### src/rtl/serial_w_transmitter.sv
// Parallel-to-serial source for the detector input w: accepts a frame over
// valid/ready and shifts it out MSB-first, one bit per clock.
module serial_w_transmitter #(
    parameter int WIDTH = 8,
    parameter int LEN_W = 4
) (
    input  logic             clk,
    input  logic             reset,
    input  logic             load_valid,
    output logic             load_ready,
    input  logic [WIDTH-1:0] load_data,
    input  logic [LEN_W-1:0] load_len,
    input  logic             abort,
    output logic             w,
    output logic             w_valid,
    output logic             busy,
    output logic             done
);

    typedef enum logic [0:0] {
        IDLE = 1'b0,
        SEND = 1'b1
    } state_t;

    state_t           state;
    logic [WIDTH-1:0] shreg;
    logic [LEN_W-1:0] count;
    logic [LEN_W-1:0] eff_len;
    logic [WIDTH-1:0] aligned;
    logic             accept;

    // Length clamp and left alignment of the offered frame.
    always_comb begin
        if ((load_len == {LEN_W{1'b0}}) || (load_len > LEN_W'(WIDTH))) begin
            eff_len = LEN_W'(WIDTH);
        end else begin
            eff_len = load_len;
        end
        aligned = load_data << (LEN_W'(WIDTH) - eff_len);
    end

    // Ready in IDLE or on the last-bit cycle so frames can run back to back.
    always_comb begin
        case (state)
            IDLE:    load_ready = 1'b1;
            SEND:    load_ready = (count == LEN_W'(1));
            default: load_ready = 1'b0;
        endcase
        accept = load_valid & load_ready & ~abort;
    end

    // Transmit FSM; w/w_valid/busy/done are registered alongside the state.
    always_ff @(posedge clk or posedge reset) begin
        if (reset) begin
            state   <= IDLE;
            shreg   <= {WIDTH{1'b0}};
            count   <= {LEN_W{1'b0}};
            w       <= 1'b0;
            w_valid <= 1'b0;
            busy    <= 1'b0;
            done    <= 1'b0;
        end else if (abort) begin
            state   <= IDLE;
            shreg   <= {WIDTH{1'b0}};
            count   <= {LEN_W{1'b0}};
            w       <= 1'b0;
            w_valid <= 1'b0;
            busy    <= 1'b0;
            done    <= 1'b0;
        end else if (accept) begin
            // done is set only when this load replaces a finishing frame
            state   <= SEND;
            shreg   <= aligned;
            count   <= eff_len;
            w       <= aligned[WIDTH-1];
            w_valid <= 1'b1;
            busy    <= 1'b1;
            done    <= (state == SEND);
        end else begin
            case (state)
                IDLE: begin
                    w       <= 1'b0;
                    w_valid <= 1'b0;
                    busy    <= 1'b0;
                    done    <= 1'b0;
                end
                SEND: begin
                    shreg <= shreg << 1;
                    count <= count - LEN_W'(1);
                    if (count == LEN_W'(1)) begin
                        state   <= IDLE;
                        w       <= 1'b0;
                        w_valid <= 1'b0;
                        busy    <= 1'b0;
                        done    <= 1'b1;
                    end else begin
                        w       <= shreg[WIDTH-2];
                        w_valid <= 1'b1;
                        busy    <= 1'b1;
                        done    <= 1'b0;
                    end
                end
                default: begin
                    state   <= IDLE;
                    w       <= 1'b0;
                    w_valid <= 1'b0;
                    busy    <= 1'b0;
                    done    <= 1'b0;
                end
            endcase
        end
    end

endmodule

### config.mk
export PLATFORM = sky130hd
export DESIGN_NAME = serial_w_transmitter
export DESIGN_NICKNAME = d
export VERILOG_FILES = /design/src/rtl/serial_w_transmitter.sv
export SDC_FILE = /design/constraint.sdc
export NUM_CORES = 1
export LEC_CHECK = 0
export CORE_MARGIN = 10
export CORE_UTILIZATION = 40
export DETAILED_ROUTE_END_ITERATION = 7
export MAX_ROUTING_LAYER = met4
export SYNTH_ARGS = -nofsm -noshare
export SYNTH_HDL_FRONTEND = slang
export SYNTH_SLANG_ARGS = --single-unit
### constraint.sdc
create_clock -name clk -period 4.45 [get_ports clk]
set_clock_uncertainty 0.15 [all_clocks]
set_input_delay 1.335 -clock clk [delete_from_list [all_inputs] [get_ports clk]]
set_output_delay 1.335 -clock clk [all_outputs]
set_load 0.01 [all_outputs]
==> out/qor.csv, run 1 <==
stage,metric,value,unit
clock_network,Clock Latency Late Sink,0.28,ns
final_layout,nets,151,
clock_network,"Reg clk slew, reported paths",0.10,ns
clock_network,"Gates resized, CTS repair",0,
setup_path,r2r setup slk,2.33,ns
placed_design,port bufs,20,
global_routing,first-pass GRT wire length,4.42,mm
power,Logic pwr share,31.1,%
yosys,share of the yosys chip area belonging to registers,33.4,%
clock_network,Max Root-Sink Buffers,2,
global_routing,number of global-route vias before repair,938,
routing,routed wire length,2.55,mm
power,switching portion of total power,31.7,%
yosys,Synth cell types,44,
sta,fmax,286,MHz
final_layout,fraction of layout cells with a size suffix above 1,16.8,%
sta,Worst-Margin Slew,0.560,ns
floorplan,die area,5070,um^2
yosys,top_reg_cell synth,dfrtp_1,
hold_path,hold wc startpoint,shreg[0],
placed_design,post-place setup slack,0.644,ns
floorplan,CORE AREA,2500,um^2
clock_network,Root Driver,clkbuf_4,
setup_path,critical-path maximum fanout,10,
final_layout,Area Overhead vs Synth,23.6,%
sta,final worst slack,0.952,ns
outcome,status,"finished, final reports clean",
yosys,syn_area_per_cell,9.37,um^2
sta,fin crit share,78.6,%
sta,Final Hold Viols,0,
setup_path,CP startpoint kind,input pin,
sta,relative slew slack,62.6,%
yosys,number of flops mapped to enable cells by yosys,0,
floorplan,io pins,21,
clock_network,Post-CTS Setup Bufs,0,
power,Psw,112,uW
routing,first-pass iteration count of the detailed router,4,
sta,worst hold slack,0.376,ns
floorplan,starting density of the core,42.0,%
power,power density cells,273,nW/um^2
power,Tot Pwr,354,uW
setup_path,worst reg2reg path depth,7,
routing,via-per-instance ratio,5.69,
clock_network,number of H-tree levels,1,
final_layout,"most common cell after layout, fill and taps aside",clkdlybuf4s50_1,
setup_path,FF-to-FF Start,count[1],
run,max-capacitance violation count,0,
routing,DR iter-0 viols,41,
final_layout,"commonest cells after routing, fill and taps aside","20 x clkdlybuf4s50_1, 14 x nor2_1, 14 x dfrtp_1",
floorplan,Die Y-Extent,71.2,um
global_routing,initial antenna violation count,0,
sta,setup repair after global routing missed its margin,no,
power,Max VDD drop,132,uV
global_routing,largest net degree at the start of global routing,15,
clock_network,# hold bufs at CTS,0,
yosys,asr flop ratio synth,100,%
yosys,"FF+latch count, synth",14,
yosys,syn_nets,131,
final_layout,diodes inserted,0,
routing,routed len/inst,15.8,um
clock_network,CTS tree,yes,
power,Clk pwr share,26.8,%
yosys,Yosys Warn Count,0,
yosys,Cells after Synth,112,
global_routing,GRT overflow,0,
setup_path,crit path capture type,flop,
hold_path,hold path endpoint,shreg[0],
floorplan,die width,71.2,um
power,Seq pwr share,42.0,%
placed_design,gpl congestion,0.895,
sta,Final Max Slew Viols,0,
sta,# setup viols final,0,
routing,vias,916,
setup_path,CP required,4.45,ns
setup_path,WS Path Type,in2reg,
power,Static Leak,0.535,nW
routing,drt drc,0,
global_routing,GRT Util Overall,10.7,%
placed_design,DP HPWL,2.05,mm
yosys,Post-Syn Area,1050,um^2
floorplan,Rows,18,
hold_path,hold path depth,1,
setup_path,Reg-to-Reg End,count[1],
hold_path,worst hold path type,reg2reg,
sta,minimum clock period,3.50,ns
power,internal power,242,uW
routing,Post-DRT Antenna Nets,0,
setup_path,Worst Path Arrival,3.50,ns
clock_network,Num CTS Buffers,3,
sta,TNS Setup,0,ns
clock_network,CTS Sinks,14,
==> state kept, by name, summed over array words and instances (netlist names) <==
| signal | flops |
|---|---|
| done | 1 |
| shreg | 7 |
| count | 4 |
| w | 1 |
| busy | 1 |
==> worst max-delay path, cell delays in order <==
cell	delay, ns
clkdlybuf4s50_1	0.47
nor2b_1	0.21
clkinv_2	0.15
ha_1	0.53
mux4_2	0.54
nor2_1	0.10
a211o_1	0.10
a21oi_1	0.06
==> area by class of cell <==
class / count / area, um^2
repair buffers: 21 / 208
well taps: 30 / 37.5
flip-flops and latches: 14 / 350
fillers: 223 / 1200
clock buffers: 4 / 36.3
inverters: 6 / 23.8
multi-input cells: 86 / 642
==> metal layers <==
metal / routed length, um / GRT usage (%) / up-vias
met5: 0 / - / -
met4: 25 / 3.87 / 0
met3: 151 / 3.17 / 2
met2: 1060 / 15.1 / 33
met1: 1310 / 14.1 / 425
li1: - / - / 456
==> cells in the mapped netlist (2+ instances only) <==
cell type | number | area share (%)
nor3_1 | 2 | 0.95
a21oi_1 | 6 | 2.9
buf_2 | 3 | 1.4
a211oi_1 | 2 | 1.4
nor2_1 | 14 | 5.0
dfrtp_1 | 14 | 33
or2_2 | 2 | 1.2
a31oi_1 | 3 | 1.8
nand2b_1 | 3 | 1.8
o21ai_0 | 6 | 2.9
nand2_1 | 8 | 2.9
inv_1 | 5 | 1.8
buf_4 | 2 | 1.4
ha_1 | 3 | 3.6
mux2i_1 | 6 | 5.7
mux4_2 | 3 | 6.4
nand3_1 | 3 | 1.4
==> power by group through the flow <==
stage	Clock, mW	Combinational, mW	Sequential [mW]
after detailed placement	0	0.110	0.151
after floorplan	0	0.0752	0.148
after CTS	0.0978	0.110	0.148
after global routing	0.102	0.123	0.150
after global placement	0	0.108	0.151
final	0.0950	0.110	0.149
==> kinds of logic (layout without fill, tap and decap cells) <==
logic type | count (synthesis) | in the layout | synth area share [%]
AO/OA/AOI/OAI | 31 | 31 | 21.1
XOR/XNOR | 2 | 2 | 2.38
adder cells (fa/ha/maj) | 3 | 3 | 3.58
buffers and inverters | 12 | 31 | 5.48
flip-flops | 14 | 14 | 33.4
multiplexers | 9 | 9 | 12.2
AND/OR/NAND/NOR | 41 | 41 | 21.9
==> through the flow <==
stage | utilization [%] | cells | area [um^2]
floorplan | - | 112 | 1050
global placement | 50.5 | 157 | 1260
detailed placement | 50.5 | 157 | 1260
CTS | 51.9 | 161 | 1300
global route | 51.9 | 161 | 1300
finish | 51.9 | 161 | 1300
==> how the worst max path moves through the flow <==
| stage | startpoint | slack, ns | end |
|---|---|---|---|
| after floorplan | load_len[0] | 1.24 | shreg[6] |
| after global placement | load_len[0] | 0.69 | shreg[6] |
| after detailed placement | load_len[0] | 0.64 | shreg[6] |
| after CTS | load_len[0] | 0.94 | shreg[6] |
| after global routing | load_len[0] | 0.78 | shreg[6] |
| final | load_len[0] | 0.95 | shreg[6] |
No activity file was read; power rests on OpenSTA's default activity.
==> run 2: changes to the inputs <==
- PLACE_DENSITY: unset -> 0.67
- clock period: 4.45 -> 3.2 ns (I/O delays scaled with it)
==> run 2 against run 1 <==
Compared with the run above:
- core utilization is 1.2 points higher
- register-to-register slack got worse by 1.2 ns
- critical path depth is 3 lower
- critical path type is now reg2out
- largest cell class unchanged
- largest power group unchanged
- highest routed layer unchanged
==> out/qor.csv, run 2 (same netlist as run 1, synthesis figures left out) <==
stage,metric,value,unit
routing,first-pass iteration count of the detailed router,6,
setup_path,WS Path Type,reg2out,
final_layout,"commonest cells after routing, fill and taps aside","20 x clkdlybuf4s50_1, 14 x nor2_1, 14 x dfrtp_1",
sta,# setup viols final,0,
setup_path,CP required,2.09,ns
placed_design,gpl congestion,0.889,
routing,routed wire length,2.51,mm
sta,fmax,321,MHz
clock_network,Max Root-Sink Buffers,2,
routing,Post-DRT Antenna Nets,0,
routing,via-per-instance ratio,5.71,
floorplan,Die Y-Extent,71.2,um
placed_design,Post-Place Cells,161,
sta,minimum clock period,3.11,ns
global_routing,number of global-route vias before repair,912,
sta,Worst-Margin Slew,0.560,ns
final_layout,"most common cell after layout, fill and taps aside",clkdlybuf4s50_1,
sta,setup repair after global routing missed its margin,no,
clock_network,Post-CTS Setup Bufs,0,
sta,relative slew slack,62.6,%
setup_path,critical-path maximum fanout,5,
routing,Top Metal Used,met4,
routing,routed len/inst,15.2,um
clock_network,CTS tree,yes,
global_routing,largest net degree at the start of global routing,15,
routing,DR iter-0 viols,36,
placed_design,port bufs,20,
final_layout,nets,155,
hold_path,worst hold path type,reg2reg,
final_layout,Area Overhead vs Synth,26.5,%
placed_design,post-place setup slack,0.0989,ns
final_layout,diodes inserted,0,
final_layout,largest registers,"shreg (7), count (4)",
power,power density cells,377,nW/um^2
power,Max VDD drop,182,uV
floorplan,io pins,21,
sta,fin crit share,97.3,%
setup_path,crit path max-delay cell type,clkdlybuf4s50_1,
clock_network,"Gates resized, CTS repair",0,
sta,Final Hold Viols,0,
clock_network,Root Driver,clkbuf_4,
global_routing,GRT overflow,0,
setup_path,CP startpoint kind,flop,
clock_network,"Reg clk slew, reported paths",0.10,ns
routing,routed length on met2,1.08,mm
routing,met3 wire len,134,um
final_layout,fraction of layout cells with a size suffix above 1,19.3,%
outcome,status,"finished, final reports clean",
global_routing,first-pass GRT wire length,4.21,mm
sta,TNS Setup,0,ns
floorplan,die area,5070,um^2
clock_network,CTS Sinks,14,
power,Static Leak,0.554,nW
clock_network,Clock Latency Late Sink,0.29,ns
setup_path,crit path capture type,output port,
global_routing,GRT Util Overall,10.1,%
floorplan,CORE AREA,2500,um^2
setup_path,Worst Path Arrival,2.00,ns
setup_path,"slowest stage delay, CP",0.54,ns
final_layout,FILL cells,227,
final_layout,design area,1330,um^2
run,max-capacitance violation count,0,
routing,vias,942,
clock_network,number of H-tree levels,1,
final_layout,Final Instance Count excl. Fillers,165,
placed_design,placed instance area,1290,um^2
routing,M1 WL,1.26,mm
floorplan,starting density of the core,42.0,%
routing,drt drc,0,
global_routing,initial antenna violation count,0,
clock_network,Num CTS Buffers,3,
placed_design,DP HPWL,2.00,mm
floorplan,Rows,18,
final_layout,Top reg by flops,shreg,
floorplan,die width,71.2,um
sta,final worst slack,0.0866,ns
clock_network,# hold bufs at CTS,0,
sta,Final Max Slew Viols,0,
setup_path,CP Cell Sequence,"inv_1, ha_1, or3b_4, nand2_1, clkdlybuf4s50_1",
final_layout,max reg flops,7,
## run 2: final timing paths
check / from / end / slack (ns) / depth (start not counted)
setup reg to reg: count[1] / count[1] / 1.09 / 7
min in group asynchronous: reset / done / 0.86 / 2
setup / recovery: count[1] / load_ready / 0.09 / 5
hold reg to reg: shreg[0] / shreg[0] / 0.37 / 1
max in group asynchronous: reset / w / 1.67 / 2
hold / removal: shreg[0] / shreg[0] / 0.37 / 1
## run 2: metrics by stage
stage               util [%]  hold slack (ns)  total power, mW
global route            53.1            0.396            0.527
CTS                     53.1            0.365            0.501
global placement        51.7            0.337            0.365
floorplan                  -            0.318            0.311
detailed placement      51.7            0.345            0.368
finish                  53.1            0.365            0.501
## run 2: critical path, delay by kind of cell (launching register included)
kind	cells	cell delay [ns]
flip-flops	1	0.41
adder cells (fa/ha/maj)	1	0.16
buffers and inverters	2	0.65
AND/OR/NAND/NOR	2	0.50
## run 2: layout make-up
class / instances / area, um^2 / share of cell area (%)
Sequential cell: 14 / 350 / 26.4
Tap cell: 30 / 37.5 / 2.83
Inverter: 6 / 23.8 / 1.79
Multi-Input combinational cell: 86 / 642 / 48.4
Timing Repair Buffer: 25 / 238 / 17.9
Clock buffer: 4 / 36.3 / 2.73
## run 2: report_power, final
group          total, mW  internal, mW  switching [mW]
Combinational      0.158        0.0807          0.0773
Clock              0.135        0.0694          0.0660
Sequential         0.207         0.191          0.0162
Total              0.501         0.341           0.160
## run 2: metal layers
metal | GRT usage (%) | vias up
met2 | 14.0 | 33
met1 | 13.0 | 448
met4 | 6.24 | 0
li1 | - | 457
met5 | - | -
met3 | 2.20 | 4
